## config.mk

```make
export PLATFORM = sky130hd
export DESIGN_NAME = lsu_mem_master
export DESIGN_NICKNAME = d
export VERILOG_FILES = /design/src/rtl/lsu_pkg.sv /design/src/rtl/lsu_byte_lane.sv /design/src/rtl/lsu_mem_master.sv
export SDC_FILE = /design/constraint.sdc
export NUM_CORES = 1
export LEC_CHECK = 0
export ABC_AREA = 1
export CORE_MARGIN = 1
export CORE_UTILIZATION = 46
export CTS_CLUSTER_SIZE = 20
export DETAILED_ROUTE_END_ITERATION = 6
export GPL_ROUTABILITY_DRIVEN = 1
export GPL_TIMING_DRIVEN = 0
export PLACE_DENSITY_LB_ADDON = 0.15
export SKIP_LAST_GASP = 1
export SYNTH_ARGS = -nofsm -noshare
export SYNTH_HDL_FRONTEND = slang
export SYNTH_SLANG_ARGS = --single-unit
```

## constraint.sdc

```tcl
create_clock -name clk -period 4.3 [get_ports clk]
set_clock_uncertainty 0.1 [all_clocks]
set_input_delay 0.645 -clock clk [delete_from_list [all_inputs] [get_ports clk]]
set_output_delay 0.645 -clock clk [all_outputs]
set_load 0.1 [all_outputs]
```

## src/rtl/lsu_pkg.sv

```systemverilog
// Shared constants and state encoding for the load/store memory master.
package lsu_pkg;

  localparam int DEF_MEM_BYTES = 1024;

  localparam logic [2:0] F3_B  = 3'd0;
  localparam logic [2:0] F3_H  = 3'd1;
  localparam logic [2:0] F3_W  = 3'd2;
  localparam logic [2:0] F3_BU = 3'd4;
  localparam logic [2:0] F3_HU = 3'd5;

  typedef enum logic [2:0] {
    S_IDLE     = 3'd0,
    S_LOAD     = 3'd1,
    S_RMW_READ = 3'd2,
    S_WRITE    = 3'd3,
    S_RESP     = 3'd4
  } lsu_state_t;

endpackage

```

## src/rtl/lsu_byte_lane.sv

```systemverilog
// Combinational lane logic: load extraction/extension and store merge.
import lsu_pkg::*;

module lsu_byte_lane (
  input  logic [2:0]  i_funct3,
  input  logic [1:0]  i_lane,
  input  logic [31:0] i_word,
  input  logic [31:0] i_wdata,
  output logic [31:0] o_ldata,
  output logic [31:0] o_mdata
);

  logic [7:0]  w_byte;
  logic [15:0] w_half;

  // Pick the addressed byte/halfword and extend it according to funct3.
  always_comb begin
    w_byte  = i_word[{i_lane, 3'b000} +: 8];
    w_half  = i_word[{i_lane[1], 4'b0000} +: 16];
    o_ldata = 32'h0;
    case (i_funct3)
      F3_B:    o_ldata = {{24{w_byte[7]}}, w_byte};
      F3_H:    o_ldata = {{16{w_half[15]}}, w_half};
      F3_W:    o_ldata = i_word;
      F3_BU:   o_ldata = {24'h0, w_byte};
      F3_HU:   o_ldata = {16'h0, w_half};
      default: o_ldata = 32'h0;
    endcase
  end

  // Overlay the store data onto the old word; no byte enables on the memory.
  always_comb begin
    o_mdata = i_word;
    case (i_funct3)
      F3_B:    o_mdata[{i_lane, 3'b000} +: 8]     = i_wdata[7:0];
      F3_H:    o_mdata[{i_lane[1], 4'b0000} +: 16] = i_wdata[15:0];
      F3_W:    o_mdata = i_wdata;
      default: o_mdata = i_word;
    endcase
  end

endmodule

```

## src/rtl/lsu_mem_master.sv

```systemverilog
// Load/store initiator for a word-addressed memory without byte enables.
// Sub-word stores are done as read-modify-write; bad accesses fault early.
import lsu_pkg::*;

module lsu_mem_master #(
  parameter int          MEM_BYTES  = DEF_MEM_BYTES,
  parameter logic [31:0] RESET_ADDR = 32'h0
) (
  input  logic        clk,
  input  logic        reset,
  input  logic        req_valid,
  output logic        req_ready,
  input  logic        req_store,
  input  logic [2:0]  req_funct3,
  input  logic [31:0] req_addr,
  input  logic [31:0] req_wdata,
  output logic        resp_valid,
  output logic [31:0] resp_rdata,
  output logic        resp_fault,
  output logic        mem_write,
  output logic [31:0] mem_addr,
  output logic [31:0] mem_wdata,
  input  logic [31:0] mem_rdata
);

  lsu_state_t  r_state, w_next;
  logic        r_store, r_fault;
  logic [2:0]  r_f3;
  logic [31:0] r_addr, r_wdata, r_merged, r_rdata;

  logic        w_accept, w_f3_ok, w_is_h, w_is_w, w_misal, w_fault;
  logic [31:0] w_lim, w_ldata, w_mdata;

  assign w_accept = req_valid && (r_state == S_IDLE);

  // Fault decode on the raw request, evaluated in the acceptance cycle.
  always_comb begin
    w_f3_ok = req_store ? (req_funct3 <= F3_W)
                        : (req_funct3 inside {F3_B, F3_H, F3_W, F3_BU, F3_HU});
    w_is_h  = (req_funct3[1:0] == 2'd1);
    w_is_w  = (req_funct3[1:0] == 2'd2);
    w_misal = (w_is_h && req_addr[0]) || (w_is_w && (req_addr[1:0] != 2'b00));
    // Last legal start address: word accesses must fit entirely in memory.
    w_lim   = w_is_w ? 32'(MEM_BYTES - 4) : 32'(MEM_BYTES - 1);
    w_fault = !w_f3_ok || w_misal || (req_addr > w_lim);
  end

  lsu_byte_lane u_lane (
    .i_funct3 (r_f3),
    .i_lane   (r_addr[1:0]),
    .i_word   (mem_rdata),
    .i_wdata  (r_wdata),
    .o_ldata  (w_ldata),
    .o_mdata  (w_mdata)
  );

  // State register.
  always_ff @(posedge clk or posedge reset) begin
    if (reset) r_state <= S_IDLE;
    else       r_state <= w_next;
  end

  // Next state and memory/response outputs, all decoded from state.
  always_comb begin
    w_next     = r_state;
    req_ready  = 1'b0;
    resp_valid = 1'b0;
    resp_rdata = 32'h0;
    resp_fault = 1'b0;
    mem_write  = 1'b0;
    mem_addr   = RESET_ADDR;
    mem_wdata  = 32'h0;
    case (r_state)
      S_IDLE: begin
        req_ready = 1'b1;
        if (w_accept) begin
          if (w_fault)                w_next = S_RESP;
          else if (!req_store)        w_next = S_LOAD;
          else if (req_funct3 == F3_W) w_next = S_WRITE;
          else                        w_next = S_RMW_READ;
        end
      end
      S_LOAD: begin
        mem_addr = {r_addr[31:2], 2'b00};
        w_next   = S_RESP;
      end
      S_RMW_READ: begin
        mem_addr = {r_addr[31:2], 2'b00};
        w_next   = S_WRITE;
      end
      S_WRITE: begin
        mem_write = 1'b1;
        mem_addr  = {r_addr[31:2], 2'b00};
        mem_wdata = r_merged;
        w_next    = S_RESP;
      end
      S_RESP: begin
        resp_valid = 1'b1;
        resp_fault = r_fault;
        resp_rdata = (r_store || r_fault) ? 32'h0 : r_rdata;
        w_next     = S_IDLE;
      end
      default: w_next = S_IDLE;
    endcase
  end

  // Request latch, load result capture and store-word merge.
  always_ff @(posedge clk or posedge reset) begin
    if (reset) begin
      r_store  <= 1'b0;
      r_fault  <= 1'b0;
      r_f3     <= 3'd0;
      r_addr   <= 32'h0;
      r_wdata  <= 32'h0;
      r_merged <= 32'h0;
      r_rdata  <= 32'h0;
    end else begin
      case (r_state)
        S_IDLE: if (w_accept) begin
          r_store  <= req_store;
          r_fault  <= w_fault;
          r_f3     <= req_funct3;
          r_addr   <= req_addr;
          r_wdata  <= req_wdata;
          r_merged <= req_wdata;  // final for SW, replaced for SB/SH
          r_rdata  <= 32'h0;
        end
        S_LOAD:     r_rdata  <= w_ldata;
        S_RMW_READ: r_merged <= w_mdata;
        default: ;
      endcase
    end
  end

endmodule

```

==> results.md <==
- The flow ran to the end, and the final reports show no timing, DRC or antenna violations.
- The slowest stage of the critical path is the clkdlybuf4s50_1 cell.
- The y dimension of the die is ~140 µm.
- In this run switching power makes up 43.94% of total power.
- The global-route wire length before repair is 44420 µm.
- The chip width is 136.6 µm.
- After clock tree synthesis, the setup repair step added 0 buffers.
- Adding up every negative setup slack in the final design gives 0 ns.
- The HPWL after detailed placement is roughly 22000 µm.
- Measured against its own limit, the worst slew margin works out to 33.38%.
- The signal on the critical path passes through nor2_1 > inv_1 > nor2_1 > buf_2 > inv_1 > nor3_1 > clkdlybuf4s50_1.
- Final hold analysis gives a worst-case slack of 0.3796 ns.
- Combinational logic burns 43.8% of the power.
- Summed over all nets, the switching power comes to 2838 µW.
- The routed layout has between 8000 and 9000 vias.
- At the later pin of the worst-skew pair, clock insertion delay measures 0.43 ns.
- The count of nets left with antenna violations once routing finished came out at 0.
- The largest driver fanout on the critical path is 10.
- Global routing finished with a remaining overflow of 0.
- The number of resized instances in the post-cts repair step is 0.
- The total power of the final layout is around 6500 µW.
- The area growth from synthesis to layout is 35.78%.
- The number of failing hold endpoints at the final stage is 0.
- The post-placement cell count is 1660.
- The minimum clock period is 4.028 ns.
- Buffers placed on the I/O ports in this run total 200.
- The final standard cell utilization of the core is 64.71%.
- The routability-driven placement congestion ratio is 0.9734.
- The arrival time at the worst endpoint is ~3.3 ns.
- The number of hold-repair buffers added at the cts stage is 0.
- On the worst path, the slowest cell contributes a delay of 1.18 ns.
- The core region is between 15000 and 20000 µm².
- Data on the critical path is required at its endpoint by 3.56 ns.
- The final number of setup-violating endpoints is 0.
- The longest clock path from root to sink contains 2 buffers.
- The number of design-rule violations left by the first detailed-router iteration is 912.
- The first TritonRoute pass finished after 6 iterations.
- The most frequently used flop master after synthesis is dfrtp_1.
- The critical path class is register to output port.
- Using the TritonRoute via totals, the vias-per-cell ratio works out to 5.251.
- Setup repair after global routing left no endpoint under its margin.
- The number of global-route vias before repair came to about 8300.
- The initial utilization of the core area, before any placement, comes to between 40% and 50%.
- Per report_power, the sequential group accounts for 31.8% of the total.
- In the global route stage, overall resource usage came out at 31.68%.
- The proportion of layout cells with a drive suffix above 1 is 6.685%.
- At the end of the flow, the number of nets in the layout was 1564.
- The detailed-route wire length is 28360 µm.
- In this run the number of H-tree levels came out at 4.
- The number of pins exceeding their max-slew limit in the final report came to 0.
- The actual transition at the worst max-transition pin is 0.9962 ns.
- The worst-case vdd ir drop is approximately 0.00038 V.
- The synthesized cell area is 8329 µm².
- The initial antenna violation count came to 0.
- The post-route clock period utilization is ~94%.
- For this design the ratio of total power to cell area is 571.0 nW/µm².
- The count of cells in the finished layout, fillers not included, comes to 1691.
- The path type of the worst min-delay path is register to register.
- In this run the biggest area consumer among cell types represents 40.86% of the synthesized area.
- The number of warnings reported in the yosys synthesis log is 0.
- Counting the buffers created by CTS gives 17.
- Synthesis handed over a netlist of 1231 instances.
- In this run, synthesis inferred 0 flip-flops with an integrated enable.
- The largest net degree at the start of global routing is 41.
- The max-cap violation count is 0.
- Static timing analysis puts the maximum clock frequency at 0.2483 GHz.
- The number of sinks on the clock net is 136.
- The total die area is 18650 µm².
- The synthesized design contains 136 register bits.
- The startpoint kind of the worst setup timing path is a register.
- The biggest area contributor in the post-synthesis netlist is dfrtp_1.
- The clock edge transition at the registers on the reported setup and hold paths is approximately 0.060 ns.
- The clock network power share is 24.3%.
- The TritonCTS clock tree is yes.
- The floorplan has 48 rows.
- In the synthesized netlist the async set-or-reset flop fraction comes to 100.0%.
- Sequential elements use roughly 40% of the synthesized area.
- The synthesized netlist contains 34 unique library cells.
- The internal cell power is 3620 µW.
- The critical path contains buffers and inverters numbering 4 combined.
- The mean post-synth cell area is 6.766 µm².
- The number of antenna diodes in the final layout is 0.
- For this design the top-level I/O count stands at 203.
- The top cell family by delay on the critical path is buffers and inverters.
- After synthesis, the cell types taking the most area are dfrtp_1 41%, nand2_1 16%, nor2_1 7.9%.
- The post-detailed-route DRC marker count is 0.
- The static leakage power is 0.005322 µW.
- In this run the clock root is driven by a clkbuf_16.
- The detailed-route wire length per cell is 16.77 µm.
- The nature of the critical path endpoint is an output port.
## cell families after synthesis
family / count (synthesis) / synth area share (%)
DFF: 136 / 40.86
buffers and inverters: 242 / 11.70
adders and majority gates: 7 / 1.051
and+or+nand+nor: 624 / 30.60
muxes: 1 / 0.1352
AOI/OAI and AO/OA: 220 / 15.61
other: 1 / 0.04502
## routing by layer
layer	up-vias	global-route usage [%]	part of all wire (%)
met2	410	49.92	45
met4	0	9.012	2.2
met1	4099	44.61	45
met5	-	0	0
li1	4324	-	-
met3	46	5.519	8.1
## through the flow
stage	instance area, µm²	setup slack (ns)
after global routing	11310	0.07859
after detailed placement	10690	0.7947
after global placement	10630	0.6169
final	11310	0.2725
after floorplan	8342	0.07195
after CTS	11310	0.3216
## path summary, 6_finish.rpt
path | from | end | slack (ns) | depth (start not counted)
setup / recovery | r_state[0]$_DFFE_PP0P_ | resp_rdata[2] | 0.27 | 7
setup reg to reg | r_addr[1]$_DFFE_PP0P_ | r_merged[7]$_DFFE_PP0P_ | 1.32 | 10
max in group asynchronous | reset | r_wdata[7]$_DFFE_PP0P_ | 2.77 | 4
hold / removal | r_rdata[17]$_DFFE_PP0P_ | r_rdata[17]$_DFFE_PP0P_ | 0.38 | 2
hold reg to reg | r_rdata[17]$_DFFE_PP0P_ | r_rdata[17]$_DFFE_PP0P_ | 0.38 | 2
min in group asynchronous | reset | r_addr[26]$_DFFE_PP0P_ | 0.49 | 2
## cell type report
cell class / count / area [µm²]
fill: 1622 / 6167
multi-input combinational: 854 / 3960
sequential: 136 / 3403
timing repair buffer: 203 / 2062
inverter: 174 / 656.9
clock buffer: 18 / 429.2
buffer: 68 / 321.6
tap: 225 / 281.5
clock inverter: 13 / 195.2
## sequential cells by signal (all words and copies together), names as in the netlist
| name | flops |
|---|---|
| r_addr | 32 |
| r_f3 | 3 |
| r_fault | 1 |
| r_merged | 32 |
| r_rdata | 32 |
| r_state | 3 |
| r_store | 1 |
| r_wdata | 32 |
## cell usage in the layout, fill, tap and decap left out, types with 4 or more instances in the layout
master,count
nand2_1,347
clkdlybuf4s50_1,200
nor2_1,176
inv_1,166
dfrtp_1,136
o21ai_0,102
nand3_1,40
clkbuf_1,37
a21oi_1,32
o211ai_1,31
nand4_1,22
buf_2,20
nor3_1,20
clkbuf_16,17
o21bai_1,14
a211oi_1,14
o21ai_1,10
a21oi_2,10
buf_4,9
inv_2,7
ha_1,7
o22ai_1,5
nor3_2,4
bufinv_16,4
## power groups by stage
stage / Sequential [µW] / Clock, µW / Combinational [µW]
2_1_floorplan: 1970 / 0 / 2010
3_3_place_gp: 2050 / 0 / 2730
3_5_place_dp: 2060 / 0 / 2770
4_1_cts: 2050 / 1580 / 2790
5_1_grt: 2100 / 1630 / 3150
6_report: 2060 / 1570 / 2830
## worst register-to-register path: cells and delay by family (launching register included)
kind,cells,cell delay (ns)
flip-flops,1,0.45
AO/OA/AOI/OAI,2,0.49
buffers and inverters,5,1.37
AND/OR/NAND/NOR,2,0.24
adder cells (fa/ha/maj),1,0.24
## synth_stat cells, types with 5 or more instances
cell	instances
a211oi_1	14
a21oi_1	32
a21oi_2	10
buf_2	20
buf_4	9
clkbuf_1	36
dfrtp_1	136
ha_1	7
inv_1	167
inv_2	7
nand2_1	347
nand3_1	40
nand4_1	22
nor2_1	176
nor3_1	21
o211ai_1	31
o21ai_0	102
o21ai_1	10
o21bai_1	14
o22ai_1	5
Power figures use the tool's default switching activity.
==> variant 1: new RTL, same flow settings <==
Register the output `resp_fault`; this adds one clock of latency there. The other outputs are not delayed to match.
--- a/src/rtl/lsu_mem_master.sv
+++ b/src/rtl/lsu_mem_master.sv
@@ -24,2 +24,4 @@
 );
+
+  logic resp_fault_d;
 
@@ -68,3 +70,3 @@
     resp_rdata = 32'h0;
-    resp_fault = 1'b0;
+    resp_fault_d = 1'b0;
     mem_write  = 1'b0;
@@ -98,3 +100,3 @@
         resp_valid = 1'b1;
-        resp_fault = r_fault;
+        resp_fault_d = r_fault;
         resp_rdata = (r_store || r_fault) ? 32'h0 : r_rdata;
@@ -134,2 +136,6 @@
 
+  always_ff @(posedge clk) begin
+    resp_fault <= resp_fault_d;
+  end
+
 endmodule
Behaviour: not the same (Yosys sat finds a counterexample within 4 cycles, from zero or initial values and one cycle with reset high).
==> variant 1 against the original RTL <==
- wire length up 2.9%
- the run now ends with design-rule violations left
- area after synthesis down 0.54%
- total power down 1.2%
- largest cell class unchanged
- sequential cell count up 1
- cell area down 1.2%
- core utilization down 0.54 points
- via count down 1.5%
- count of clock-buffer cells in the layout up 1
- worst setup slack better by 0.055 ns
- first-iteration DRC count down 12%
- highest routed layer unchanged
- largest power group unchanged
==> variant 1: results (changes against the original RTL) <==
status: "finished with violations"  # was finished clean
violations: "design-rule violations"
multi_input_area_mm2: 0.003889  # was 0.003960 mm2
async_reset_ff_frac: 0.9927  # was 1.000
drt-met1-wl_mm: 13.09  # was 12.65 mm
worstHoldStart: "r_rdata[30]$_DFFE_PP0P_"  # was r_rdata[17]$_DFFE_PP0P_
reg2reg_to: "r_merged[24]$_DFFE_PP0P_"  # was r_merged[7]$_DFFE_PP0P_
buffers: 269  # was 271
dp_hpwl_mm: 22.56  # was 22.14 mm
inverters: 180  # was 174
firstDrtPassIters: 7  # was 6
seqCellArea_mm2: 0.003423  # was 0.003403 mm2
p_clk_frac: 0.212  # was 0.243
grt_pass1_wl_mm: 44.84  # was 44.42 mm
viasPerCell: 5.252  # was 5.251
ys_ff_latch: 137  # was 136
final_nets: 1538  # was 1,564
peakVddDrop_v: 0.0004285  # was 0.0003760 V
worstPathArrival_ns: 3.23  # was 3.28 ns
p_sw_w: 0.002958  # was 0.002838 W
grtUsageMet1: 0.4668  # was 0.4461
fin_cells: 1666  # was 1,691
nMultiInputCombCells: 823  # was 854
grt_util_all_layers: 0.3257  # was 0.3168
synth_cell_types: 36  # was 34
buffer_area_frac: 0.2118  # was 0.2108
place.gp.congestion: 1.003  # was 0.9734
p_leak_nw: 5.204  # was 5.322 nW
drc_errors: 1  # was 0
variant 1: per-stage QoR:
stage          setup WS (ns)  hold slack [ns]  cell area, um2
2_1_floorplan        0.07189           0.3451            8297
3_3_place_gp          0.6141           0.3650           10580
3_5_place_dp          0.8325           0.3655           10640
4_1_cts               0.3701           0.3809           11180
5_1_grt               0.1818           0.3961           11180
6_report              0.3277           0.3798           11180
variant 1: kinds of logic after synthesis:
logic type / Yosys count / share of synthesized area
AO/OA/AOI/OAI: 226 / 0.1618
adder cells (fa/ha/maj): 7 / 0.01057
buffers and inverters: 246 / 0.1184
flip-flops: 137 / 0.4132
multiplexers: 1 / 0.001359
other: 1 / 0.0004527
AND/OR/NAND/NOR: 587 / 0.2942
variant 1: worst reg2reg max path, cell delays in order (launching register included):
cell,delay (ns)
dfrtp_1,0.44
buf_6,0.17
inv_1,0.06
clkbuf_1,0.52
ha_1,0.43
clkbuf_1,0.43
nor3_1,0.19
nand2_1,0.10
nand2_1,0.06
nor2_1,0.24
nor2_1,0.07
==> variant 2: new RTL, config.mk and constraints unchanged <==
Without the edit above. Encoding of `lsu_state_t`: now one-hot (5 bits for 5 states).
--- a/src/rtl/lsu_pkg.sv
+++ b/src/rtl/lsu_pkg.sv
@@ -11,8 +11,8 @@
 
-  typedef enum logic [2:0] {
-    S_IDLE     = 3'd0,
-    S_LOAD     = 3'd1,
-    S_RMW_READ = 3'd2,
-    S_WRITE    = 3'd3,
-    S_RESP     = 3'd4
+  typedef enum logic [4:0] {
+    S_IDLE     = 5'b00001,
+    S_LOAD     = 5'b00010,
+    S_RMW_READ = 5'b00100,
+    S_WRITE    = 5'b01000,
+    S_RESP     = 5'b10000
   } lsu_state_t;
Behaviour: no difference found for any inputs over 4 cycles, from zero or initial values and one cycle with reset high; so few cycles prove little.
==> variant 2 against the original RTL <==
- total power down 3.2%
- critical endpoint is now mem_addr[10]
- sequential cell count up 2
- area after synthesis up 1.1%
- worst setup slack better by 0.15 ns
- cell area up 0.90%
- sequential share of layout area up 0.18 points
- wire length up 6.6%
- largest power group unchanged
==> variant 2: results (changes against the original RTL) <==
status: "finished clean"  # unchanged
firstDrtPassIters: 5  # was 6
first_global_vias: 8451  # was 8,311
crit_start: "r_state[1]$_DFFE_PP0P_"  # was r_state[0]$_DFFE_PP0P_
dr_wl_met3_mm: 2.187  # was 2.305 mm
drive_gt1_frac: 0.07000  # was 0.06685
nMultiInputCombCells: 890  # was 854
buffer_area_frac: 0.2146  # was 0.2108
grtUsageMet1: 0.4509  # was 0.4461
wl_met2_mm: 13.76  # was 12.79 mm
drt-total-wl_mm: 30.24  # was 28.36 mm
maxSlewHeadroom: 0.3321  # was 0.3338
grt_util_all_layers: 0.3321  # was 0.3168
drt-met1-wl_mm: 13.43  # was 12.65 mm
reg2reg_to: "r_merged[5]$_DFFE_PP0P_"  # was r_merged[7]$_DFFE_PP0P_
grt_pass1_wl_mm: 46.56  # was 44.42 mm
inverters: 167  # was 174
yosys-top-cells-area: "dfrtp_1, nand2_1, inv_1"  # was dfrtp_1, nand2_1, nor2_1
place.gp.congestion: 1.016  # was 0.9734
worstPathArrival_ns: 3.13  # was 3.28 ns
use_met2: 0.5283  # was 0.4992
hold_path_end: "r_addr[7]$_DFFE_PP0P_"  # was r_rdata[17]$_DFFE_PP0P_
placed_cell_area_mm2: 0.01083  # was 0.01069 mm2
drtIter0Drc: 890  # was 912
dp_hpwl_mm: 23.76  # was 22.14 mm
clkCellAreaFrac: 0.05088  # was 0.05521
-- variant 2: changes by cell type after synthesis, moves of 14 or more --
cell      delta
nand2_1     +57
nor2_1      -22
o211ai_1    -20
o21ai_0     +18
a21oi_1     +30
a211oi_1    -14
-- variant 2: power groups by stage --
stage | Sequential (W) | Clock, W | Combinational (W)
2_1_floorplan | 0.00197 | 0 | 0.00186
3_3_place_gp | 0.00203 | 0 | 0.00262
3_5_place_dp | 0.00203 | 0 | 0.00269
4_1_cts | 0.00202 | 0.00148 | 0.00270
5_1_grt | 0.00208 | 0.00154 | 0.00303
6_report | 0.00203 | 0.00148 | 0.00274
-- variant 2: logic make-up after synthesis --
logic type / count (synthesis) / synth area share
and+or+nand+nor: 660 / 0.3217
buffers and inverters: 236 / 0.1161
adders and majority gates: 6 / 0.008911
AOI/OAI and AO/OA: 222 / 0.1427
other: 1 / 0.0004451
DFF: 138 / 0.4101
-- variant 2: worst reg2reg max path, cell delays in order, from the launching register on --
cell and delay [ns]:
dfrtp_1 0.40, buf_4 0.18, inv_2 0.15, clkbuf_1 0.54, ha_1 0.41, clkbuf_1 0.26, inv_1 0.10, nand2_1 0.05
o21ai_1 0.50, nand2_1 0.11, nand3_1 0.11, nand2_1 0.05, nand2_1 0.06
-- variant 2: through the flow --
stage	std cells	power, W	utilization	hold slack (ns)	setup WS (ns)
floorplan	1264	0.003828	-	0.3409	0.2651
global placement	1693	0.004650	0.5976	0.3536	0.5810
detailed placement	1697	0.004723	0.6029	0.3607	0.9152
CTS	1729	0.006200	0.6352	0.3774	0.4271
global route	1729	0.006650	0.6352	0.3935	0.3219
finish	1729	0.006249	0.6352	0.3790	0.4206
